==> src/rtl/port_req_gen.sv <==
// Input-port request generator: buffers flits in a small FIFO, requests the
// output port named by each head flit, and streams the packet once granted.
module port_req_gen #(
  parameter int DATA_W = 16,
  parameter int DEPTH  = 4,
  parameter int NPORT  = 10
) (
  input  logic              clk,
  input  logic              rst,
  input  logic              in_valid,
  input  logic [DATA_W-1:0] in_flit,
  output logic              in_ready,
  output logic [NPORT-1:0]  req,
  input  logic [NPORT-1:0]  gnt,
  output logic              out_valid,
  output logic [DATA_W-1:0] out_flit,
  input  logic              out_ready,
  output logic              err,
  output logic [2:0]        state_dbg
);

  // Handshakes: a flit moves on a rising edge where valid && ready are both
  // high; valid never waits on ready, and ready comes from registered state.

  localparam int PTR_W = $clog2(DEPTH);
  localparam int CNT_W = PTR_W + 1;

  localparam logic [1:0] T_BODY = 2'b00;
  localparam logic [1:0] T_HEAD = 2'b01;
  localparam logic [1:0] T_TAIL = 2'b10;
  localparam logic [1:0] T_ONE  = 2'b11;

  typedef enum logic [2:0] {
    ST_IDLE    = 3'd0,
    ST_REQ     = 3'd1,
    ST_XFER    = 3'd2,
    ST_RELEASE = 3'd3,
    ST_DROP    = 3'd4
  } state_t;

  state_t            state, state_nx;
  logic [DATA_W-1:0] mem [DEPTH];
  logic [PTR_W-1:0]  wr_ptr, rd_ptr;
  logic [CNT_W-1:0]  count;
  logic              push, pop, empty, gnt_hit, err_nx, dest_ok;
  logic [NPORT-1:0]  req_nx;
  logic [1:0]        head_type;
  logic [3:0]        head_dest;

  assign in_ready  = (count != CNT_W'(DEPTH));
  assign empty     = (count == '0);
  assign push      = in_valid && in_ready;
  assign out_flit  = mem[rd_ptr];
  assign head_type = out_flit[DATA_W-1:DATA_W-2];
  assign head_dest = out_flit[3:0];
  assign dest_ok   = (int'(head_dest) < NPORT);
  // req holds exactly the latched destination bit, so it doubles as the grant mask.
  assign gnt_hit   = |(gnt & req);
  assign state_dbg = state;

  always_ff @(posedge clk) begin
    if (push) mem[wr_ptr] <= in_flit;
  end

  always_ff @(posedge clk or negedge rst) begin
    if (!rst) begin
      state  <= ST_IDLE;
      wr_ptr <= '0;
      rd_ptr <= '0;
      count  <= '0;
      req    <= '0;
      err    <= 1'b0;
    end else begin
      state <= state_nx;
      req   <= req_nx;
      err   <= err_nx;
      if (push) wr_ptr <= wr_ptr + 1'b1;
      if (pop)  rd_ptr <= rd_ptr + 1'b1;
      count <= count + CNT_W'(push) - CNT_W'(pop);
    end
  end

  always_comb begin
    state_nx  = state;
    req_nx    = req;
    err_nx    = 1'b0;
    pop       = 1'b0;
    out_valid = 1'b0;
    case (state)
      ST_IDLE: begin
        if (!empty) begin
          case (head_type)
            T_HEAD, T_ONE: begin
              if (dest_ok) begin
                req_nx   = NPORT'(1) << head_dest;
                state_nx = ST_REQ;
              end else begin
                pop      = 1'b1;
                err_nx   = 1'b1;
                state_nx = (head_type == T_ONE) ? ST_IDLE : ST_DROP;
              end
            end
            default: begin
              pop    = 1'b1;
              err_nx = 1'b1;
            end
          endcase
        end
      end
      ST_DROP: begin
        if (!empty) begin
          pop = 1'b1;
          if (head_type == T_TAIL || head_type == T_ONE) state_nx = ST_IDLE;
        end
      end
      ST_REQ: begin
        if (gnt_hit) state_nx = ST_XFER;
      end
      ST_XFER: begin
        out_valid = gnt_hit && !empty;
        pop       = out_valid && out_ready;
        if (pop && head_type[1]) begin
          req_nx   = '0;
          state_nx = ST_RELEASE;
        end
      end
      ST_RELEASE: begin
        // Wait for the arbiter to drop its grant before a new request can form.
        if (gnt == '0) state_nx = ST_IDLE;
      end
      default: begin
        state_nx = ST_IDLE;
        req_nx   = '0;
      end
    endcase
  end

endmodule

==> config.mk <==
export PLATFORM = sky130hd
export DESIGN_NAME = port_req_gen
export DESIGN_NICKNAME = d
export VERILOG_FILES = /design/src/rtl/port_req_gen.sv
export SDC_FILE = /design/constraint.sdc
export NUM_CORES = 1
export LEC_CHECK = 0
export CAP_MARGIN = 20
export CORE_MARGIN = 3
export CORE_UTILIZATION = 53
export DETAILED_ROUTE_END_ITERATION = 16
export GPL_ROUTABILITY_DRIVEN = 0
export GPL_TIMING_DRIVEN = 0
export PLACE_DENSITY = 0.8
export RECOVER_POWER = 50
export REMOVE_ABC_BUFFERS = 1
export SKIP_LAST_GASP = 1
export SYNTH_ARGS = -nofsm -noshare
export SYNTH_HDL_FRONTEND = slang
export SYNTH_SLANG_ARGS = --single-unit
==> constraint.sdc <==
create_clock -name clk -period 4.25 [get_ports clk]
set_input_delay 0.85 -clock clk [delete_from_list [all_inputs] [get_ports clk]]
set_output_delay 0.85 -clock clk [all_outputs]
set_load 0.005 [all_outputs]
; Word-level counts from Yosys, hierarchy flattened
; Memories as Yosys holds them, arrays and structs flattened.
; Cells that the tools add are included.
[op_classes]
add_sub_neg = 4
magnitude_cmp = 1
n_eq_ne = 16
shift = 1
muxes = 24
n_bitwise = 2
n_reduce_logical = 14
[ops]
columns = operator, count
row1 = 2-to-1 mux 10 bit, 4
row2 = one-hot mux 10 bit (3 select lines), 1
row3 = 2-to-1 mux 3 bit, 9
row4 = one-hot mux 3 bit (5 select lines), 1
row5 = "inequality test 2 bit, second input constant", 7
row6 = bitwise AND 10 bit, 1
row7 = logical NOT 10 bit, 1
row8 = OR reduction 10 bit, 1
row9 = "<< shifter 1 x 4 -> 10 bit, first input constant", 1
row10 = 2-to-1 mux 1 bit, 8
row11 = AND reduction 7 bit, 1
row12 = "equality test 3 x 2 -> 1 bit, second input constant", 2
row13 = logical NOT 3 bit, 2
row14 = AND reduction 5 bit, 1
row15 = "adder 2 x 1 -> 2 bit, second input constant", 2
row16 = "equality test 2 bit, second input constant", 2
row17 = logical AND 1 bit, 4
row18 = "< comparator 4 bit, second input constant", 1
row19 = adder 3 x 1 -> 3 bit, 1
row20 = "equality test 3 x 1 -> 1 bit, second input constant", 1
row21 = "equality test 3 bit, second input constant", 1
row22 = "inequality test 3 bit, second input constant", 1
row23 = one-hot mux 1 bit (3 select lines), 1
row24 = OR reduction 3 bit, 1
row25 = 7 further kinds, 7
[word_totals]
register_bits = 21
ram_bits = 64
out_inout_bits = 32
mem_count = 1
[mem_list]
columns = memory, words, width, read_ports, rd_clocked_by_memory_dff, wr, line
row1 = mem, 4, 16, 1, 0, 1, 42  ; logic [DATA_W-1:0] mem [DEPTH];

; Longest topological paths before layout
; Gate-level depths: netlist of the first run.
[depth]
depth_word = 7
depth_mapped = 11
mapped_depth_nobuf = 10

; Worst setup path before layout of the first run
; OpenSTA, ideal clock, no wires.
[synth_path]
path_type = input to register
start = input gnt[4]
end = register count[2]
setup_ps = 123
arrival_time_ps = 2749
required_ps = 4127
path_slack_ps = 1378
path_stages = 10
n_path_buf = 0
path_cell_list = a22oi_1 -> nand3_1 -> o311ai_0 -> nand2_1 -> ha_1 -> inv_1 -> ha_1 -> fa_1 -> xnor2_1 -> xnor2_1
[synth_between]
elab_chain_cells = 6
[synth_lines]
columns = item, line
row1 = from (decl), 14  ; input logic [NPORT-1:0] gnt,
row2 = bitwise AND 10 bit, 58  ; assign gnt_hit = |(gnt & req);
row3 = OR reduction 10 bit, 58
row4 = logical AND 1 bit, 120  ; out_valid = gnt_hit && !empty;
row5 = logical AND 1 bit, 121  ; pop = out_valid && out_ready;
row6 = one-hot mux 1 bit (3 select lines), 89  ; case (state)
row7 = net pop, 45  ; logic push, pop, empty, gnt_hit, err_nx, dest_ok;
row8 = subtractor 3 x 1 -> 3 bit, 79  ; count <= count + CNT_W'(push) - CNT_W'(pop);
row9 = to (signal assigned), 79
row10 = to (decl), 44  ; logic [CNT_W-1:0] count;
; The timed path passes the listed nets, and every way through them passes these cells.
; A chain may end at the register's enable or synchronous reset.

; Final worst setup path of the first run
[layout_path]
start = register rd_ptr[1]
end = register count[2]
[layout_between]
elab_chain_cells = 7
[layout_lines]
columns = item, line
row1 = from (decl), 43  ; logic [PTR_W-1:0] wr_ptr, rd_ptr;
row2 = from (signal assigned), 78  ; if (pop) rd_ptr <= rd_ptr + 1'b1;
row3 = memory read (4 x 16 bit) *, -
row4 = < comparator 4 bit (tied with other cells), 56  ; assign dest_ok = (int'(head_dest) < NPORT);
row5 = 2-to-1 mux 1 bit / OR reduction 2 bit (equally long branches), "94, 92"
row6 = 2-to-1 mux 1 bit *, 92  ; case (head_type)
row7 = 2-to-1 mux 1 bit *, 91  ; if (!empty) begin
row8 = one-hot mux 1 bit (3 select lines) *, 89
row9 = net pop, 45
row10 = subtractor 3 x 1 -> 3 bit *, 79
; Mark *: on every way through the listed nets, which the timed path passes. The rest lies on a longest branch.

==> flow_metrics.py, run 1 <==
metrics = {
    "placement": {
        "placed_area_mm2": 0.00425,
        "portBuffers": 61,
        "post-dp-hpwl_um": 4450,
        "post-place-ws_ps": 566,
    },
    "yosys": {
        "synth_top_area_share_pct": 53.8,
        "syn_inst": 209,
        "avgSynthCellArea_um2": 17.1,
        "ys_seq_elements": 85,
        "seq_area_frac_synth_pct": 68.6,
        "ys_top_cells_by_area": "edfxtp_1, dfrtp_1, mux4_2, mux4_1, mux2_2",
        "ys.flop_type": "edfxtp_1",
        "synth_most_common_cell": "edfxtp_1",
        "async_flop_share_pct": 24.7,
        "ys_types": 40,
        "synth_top_cells_by_count": "edfxtp_1, dfrtp_1, nor2_1",
        "yosys.area.top_type": "edfxtp_1",
        "yosys_warnings": 0,
        "synth-edff-count": 64,
        "synth_area_mm2": 0.00357,
    },
    "clocking": {
        "cts_resized": 0,
        "numClockSinks": 85,
        "clock_path_buffers": 2,
        "cts_buffers": 9,
        "cts_tree": "yes",
        "h-tree-depth": 3,
        "root_buffer": "clkbuf_8",
        "post_cts_buffers": 0,
        "clk-insertion-delay-late_ps": 340,
        "cts_hold_buf": 0,
        "clkTransAtPathRegs_ps": 80,
    },
    "grt": {
        "grt_use_total_pct": 18.8,
        "antenna_found_initial": 0,
        "grt_pass1_wl_um": 10600,
        "grt_max_degree": 22,
        "overflow": 0,
        "grt_pass1_vias": 2149,
    },
    "drt": {
        "drt-pass1-iter-count": 4,
        "wl_um": 6580,
        "drtAntennaViolNets": 0,
        "drtIter0Drc": 90,
        "vias_per_cell": 5.75,
        "vias": 2060,
        "drt_drc_violations_left": 0,
        "wl_per_cell_um": 18.4,
    },
    "floorplan": {
        "fp.coreArea_mm2": 0.00642,
        "start_util_pct": 55.6,
        "die_w_um": 88.1,
        "io_pins": 62,
        "die_area_mm2": 0.00776,
        "placementRows": 29,
        "fp.dieH_um": 88.1,
    },
    "final_layout": {
        "syn2layout_area_growth_pct": 25.6,
        "antenna_cells": 0,
        "final_area_mm2": 0.00448,
        "nNetsFinal": 313,
        "drive_above_1_share_pct": 14.6,
    },
    "timing": {
        "slew_violations": 0,
        "setup_viol": 0,
        "period_needed_ps": 3420,
        "max_slew.worst_pin.slew_ps": 965,
        "hold_violations": 0,
        "fin_crit_sh_pct": 80.6,
        "finClkSkew_ps": 9.17,
        "max_freq_mhz": 292,
        "timing.hold.ws_ps": 541,
        "rsz0062_at_grt": "false",
        "setup_slack_ps": 826,
        "slew_headroom_pct": 35.5,
        "tns_ps": 0,
    },
    "hold_path": {
        "hold_path_class": "flip-flop to flip-flop",
    },
    "job": {
        "cap_viol_max_count": 0,
    },
    "power_and_ir_drop": {
        "p_leak_uw": 0.00170,
        "power.density_mw_per_mm2": 625,
        "vdd_ir_drop_max_v": 0.000343,
    },
    "critical_path": {
        "crit_fanout": 17,
        "worstSetupStartpointType": "flip-flop",
        "cp.arrival_ps": 3690,
        "worstSetupEndpointType": "flip-flop",
        "cp.required_ps": 4520,
        "path_class": "flip-flop to flip-flop",
    },
    "outcome": {
        "outcome": "finished clean",
    },
}
==> state kept, by name (all words and copies together), names as in the netlist <==
name,cells
wr_ptr,2
state_dbg,3
req,10
rd_ptr,2
count,3
mem,64
err,1
==> per-layer routing <==
layer / GRT usage [%] / share of wire, % / vias up
met3: 5.83 / 6.9 / 4
met5: 0 / 0 / -
met2: 32.1 / 51 / 68
met4: 6.04 / 0.55 / 0
met1: 22.9 / 42 / 1027
li1: - / - / 961
==> worst max-delay path, cell delays in order (launching register included) <==
cell and delay, ps:
dfrtp_1 850, mux4_1 490, o21ai_0 490, a21o_1 230, nand2_1 90, ha_1 300
inv_1 40, ha_1 180, fa_1 370, xnor2_1 180, xnor2_1 130
==> power by group <==
group          switching, uW  internal, uW  total, uW
Sequential               129          1090       1220
Clock                    271           328        599
Combinational            442           546        988
==> layout make-up <==
type / count / area [um2]
fill: 429 / 1940
tap: 77 / 96.3
clock inverter: 7 / 90.1
inverter: 8 / 30.0
sequential: 85 / 2450
multi-input combinational: 110 / 1060
clock buffer: 9 / 124
timing repair buffer: 62 / 638
==> cells in the final DEF, fill, tap and decap left out, types with 2 or more instances in the layout <==
cell and instances:
inv_1 8, edfxtp_1 64, mux4_2 10, clkinv_1 2
ha_1 6, nor4_1 2, nor3_1 4, clkinv_4 2
clkdlybuf4s50_1 31, a21oi_1 5, o21ai_0 6, mux4_1 6
a22oi_1 5, nand2b_1 3, xnor2_1 3, and3_1 4
bufinv_16 2, dfrtp_1 21, dlygate4sd3_1 30, nand2_1 10
clkbuf_8 9, nand3_1 3, mux2_2 11, nor2_1 14
==> through the flow <==
stage                     total power, uW  util (%)  cells
after floorplan                      1770         -    203
after global placement               2190      66.1    341
after detailed placement             2220      66.1    341
after CTS                            2830      69.5    357
after global routing                 2980      69.8    358
final                                2800      69.8    358
==> kinds of logic (layout without fill, tap and decap cells) <==
group / count (synthesis) / count (layout) / synth area share [%]
simple gates: 46 / 46 / 6.24
fa+ha+maj: 7 / 7 / 2.66
xor+xnor: 4 / 4 / 0.982
flops: 85 / 85 / 68.6
buf+inv: 14 / 86 / 1.68
mux: 27 / 27 / 14.2
compound gates: 26 / 26 / 5.68
==> final timing paths <==
check / startpoint / depth (start not counted) / slack (ps) / end
worst max-delay path: rd_ptr[1]$_DFFE_PN0P_ / 10 / 830 / count[2]$_DFF_PN0_
worst max register to register: rd_ptr[1]$_DFFE_PN0P_ / 10 / 830 / count[2]$_DFF_PN0_
worst min register to register: req[0]$_DFFE_PN0P_ / 1 / 540 / req[0]$_DFFE_PN0P_
worst min-delay path: req[0]$_DFFE_PN0P_ / 1 / 540 / req[0]$_DFFE_PN0P_
max in group asynchronous: rst / 1 / 2550 / rd_ptr[0]$_DFFE_PN0P_
min in group asynchronous: rst / 1 / 1110 / count[1]$_DFF_PN0_
Note: power is estimated with default switching activity, not from simulation.
==> run 2, diff against run 1 <==
- CORE_UTILIZATION: 53 -> 47
- PLACE_DENSITY: 0.8 -> 0.75
- clock period: 4.25 -> 3.1 ns (I/O delays scaled with it)
==> flow_metrics.py, run 2 (same netlist as run 1, synthesis figures left out) <==
metrics = {
    "critical_path": {
        "ff2ff_path_depth": 10,
        "worstSetupStartpointType": "flip-flop",
        "r2r_setup_slack_ps": 130,
        "worstSetupEndpointType": "flip-flop",
        "cp.arrival_ps": 3210,
        "crit_fanout": 5,
        "startpoint": "rd_ptr[0]$_DFFE_PN0P_",
        "r2r_start": "rd_ptr[0]$_DFFE_PN0P_",
        "r2r-end": "count[2]$_DFF_PN0_",
        "crit_end": "count[2]$_DFF_PN0_",
        "cp.required_ps": 3340,
        "path_class": "flip-flop to flip-flop",
    },
    "clocking": {
        "numClockSinks": 85,
        "cts_hold_buf": 0,
        "h-tree-depth": 3,
        "clkTransAtPathRegs_ps": 90,
        "clk-insertion-delay-late_ps": 340,
        "root_buffer": "clkbuf_8",
        "cts_tree": "yes",
        "cts_buffers": 9,
        "clock_path_buffers": 2,
    },
    "final_layout": {
        "top_register": "mem",
        "final_common_cell": "edfxtp_1",
        "nNetsFinal": 316,
        "fin_util_pct": 61.8,
        "antenna_cells": 0,
        "final_area_mm2": 0.00450,
        "drive_above_1_share_pct": 16.9,
        "mostFrequentLayoutCells": "edfxtp_1, clkdlybuf4s50_1, dlygate4sd3_1",
        "largest_reg_flops": 64,
        "reg_top3": "mem x64, req x10",
        "syn2layout_area_growth_pct": 26.1,
    },
    "job": {
        "cap_viol_max_count": 0,
    },
    "power_and_ir_drop": {
        "power.switching_uw": 1170,
        "swShare_pct": 30.9,
        "power.density_mw_per_mm2": 840,
        "vdd_ir_drop_max_v": 0.000466,
        "p_int_uw": 2620,
        "pwr-share-comb_pct": 35.5,
        "p_seq_share_pct": 44.1,
        "p_leak_uw": 0.00169,
        "power.clock.fraction_pct": 20.4,
    },
    "grt": {
        "grt_use_total_pct": 15.8,
        "grt_pass1_vias": 2073,
        "grt_max_degree": 22,
        "overflow": 0,
        "grt_pass1_wl_um": 10400,
        "antenna_found_initial": 0,
    },
    "drt": {
        "vias": 2037,
        "vias_per_cell": 5.32,
        "drtAntennaViolNets": 0,
        "wl_per_cell_um": 16.8,
        "wl_um": 6450,
        "drt-pass1-iter-count": 4,
        "drt_drc_violations_left": 0,
        "drtIter0Drc": 81,
    },
    "floorplan": {
        "placementRows": 31,
        "die_area_mm2": 0.00868,
        "start_util_pct": 49.0,
        "die_w_um": 93.2,
        "fp.coreArea_mm2": 0.00729,
        "io_pins": 62,
        "fp.dieH_um": 93.2,
    },
    "timing": {
        "slew_violations": 0,
        "finClkSkew_ps": 7.42,
        "period_needed_ps": 2970,
        "rsz0062_at_grt": "false",
        "hold_violations": 0,
        "timing.hold.ws_ps": 501,
        "setup_viol": 0,
        "tns_ps": 0,
        "slew_headroom_pct": 26.6,
        "max_freq_mhz": 337,
        "fin_crit_sh_pct": 95.8,
        "max_slew.worst_pin.slew_ps": 1100,
        "setup_slack_ps": 131,
    },
    "outcome": {
        "outcome": "finished clean",
    },
    "hold_path": {
        "hold_path_class": "input pin to async pin",
    },
    "placement": {
        "post-place-ws_ps": -595,
        "post-dp-hpwl_um": 4400,
        "placed_area_mm2": 0.00427,
        "portBuffers": 61,
    },
}
==> run 2: cell count changes in the layout (fill, tap and decap cells not counted), sizes merged <==
cell and delta:
inv +2, buf +2, clkinvlp +1, clkinv -2, bufinv -1, clkbuf +1
==> run 2: critical path, cell delays in order, from the launching register on <==
cell and delay [ps]:
dfrtp_4 460, mux4_1 680, o21ai_2 300, a21o_1 200
nand2_1 80, ha_1 290, inv_1 40, ha_1 180
fa_1 370, xnor2_1 140, xnor2_1 120
==> run 2: repair_timing <==
action | CTS | global route
setup buffers | 3 | 0
gates resized for setup | 3 | 1
endpoints found under the setup margin | 29 | 1
==> run 2: worst min-delay path by stage <==
stage | from | end | slack, ps
floorplan | rst | count[0]$_DFF_PN0_ | 320
detailed placement | req[1]$_DFFE_PN0P_ | req[1]$_DFFE_PN0P_ | 520
CTS | req[1]$_DFFE_PN0P_ | req[1]$_DFFE_PN0P_ | 540
global route | rst | req[5]$_DFFE_PN0P_ | 480
global placement | req[1]$_DFFE_PN0P_ | req[1]$_DFFE_PN0P_ | 520
finish | rst | req[5]$_DFFE_PN0P_ | 500
==> run 2: through the flow <==
stage	total power, uW	instances
2_1_floorplan	2430	203
3_3_place_gp	3010	363
3_5_place_dp	3040	363
4_1_cts	3850	382
5_1_grt	4020	383
6_report	3780	383
==> run 2: power by group through the flow <==
stage | combinational [uW] | sequential (uW) | clock [uW]
floorplan | 761 | 1670 | 0
global placement | 1280 | 1730 | 0
detailed placement | 1300 | 1740 | 0
CTS | 1390 | 1670 | 795
global route | 1480 | 1700 | 842
finish | 1340 | 1670 | 771
==> run 2: final cells by class <==
class                           instances  area [um2]
Timing Repair Buffer                   65         637
Clock buffer                            9         124
Tap cell                               99         124
Multi-Input combinational cell        110        1060
Sequential cell                        85        2450
Fill cell                             590        2790
Clock inverter                          7        73.8
Inverter                                8        30.0
==> run 2: routing by layer <==
layer  up-vias  wire length, um  track usage (%)  share of wire [%]
met5         -                0                0                  0
met4         0               43             5.01               0.67
met3         4              372             4.51                5.8
met2        66             3210             26.0                 50
met1      1003             2830             20.5                 44
li1        964                -                -                  -
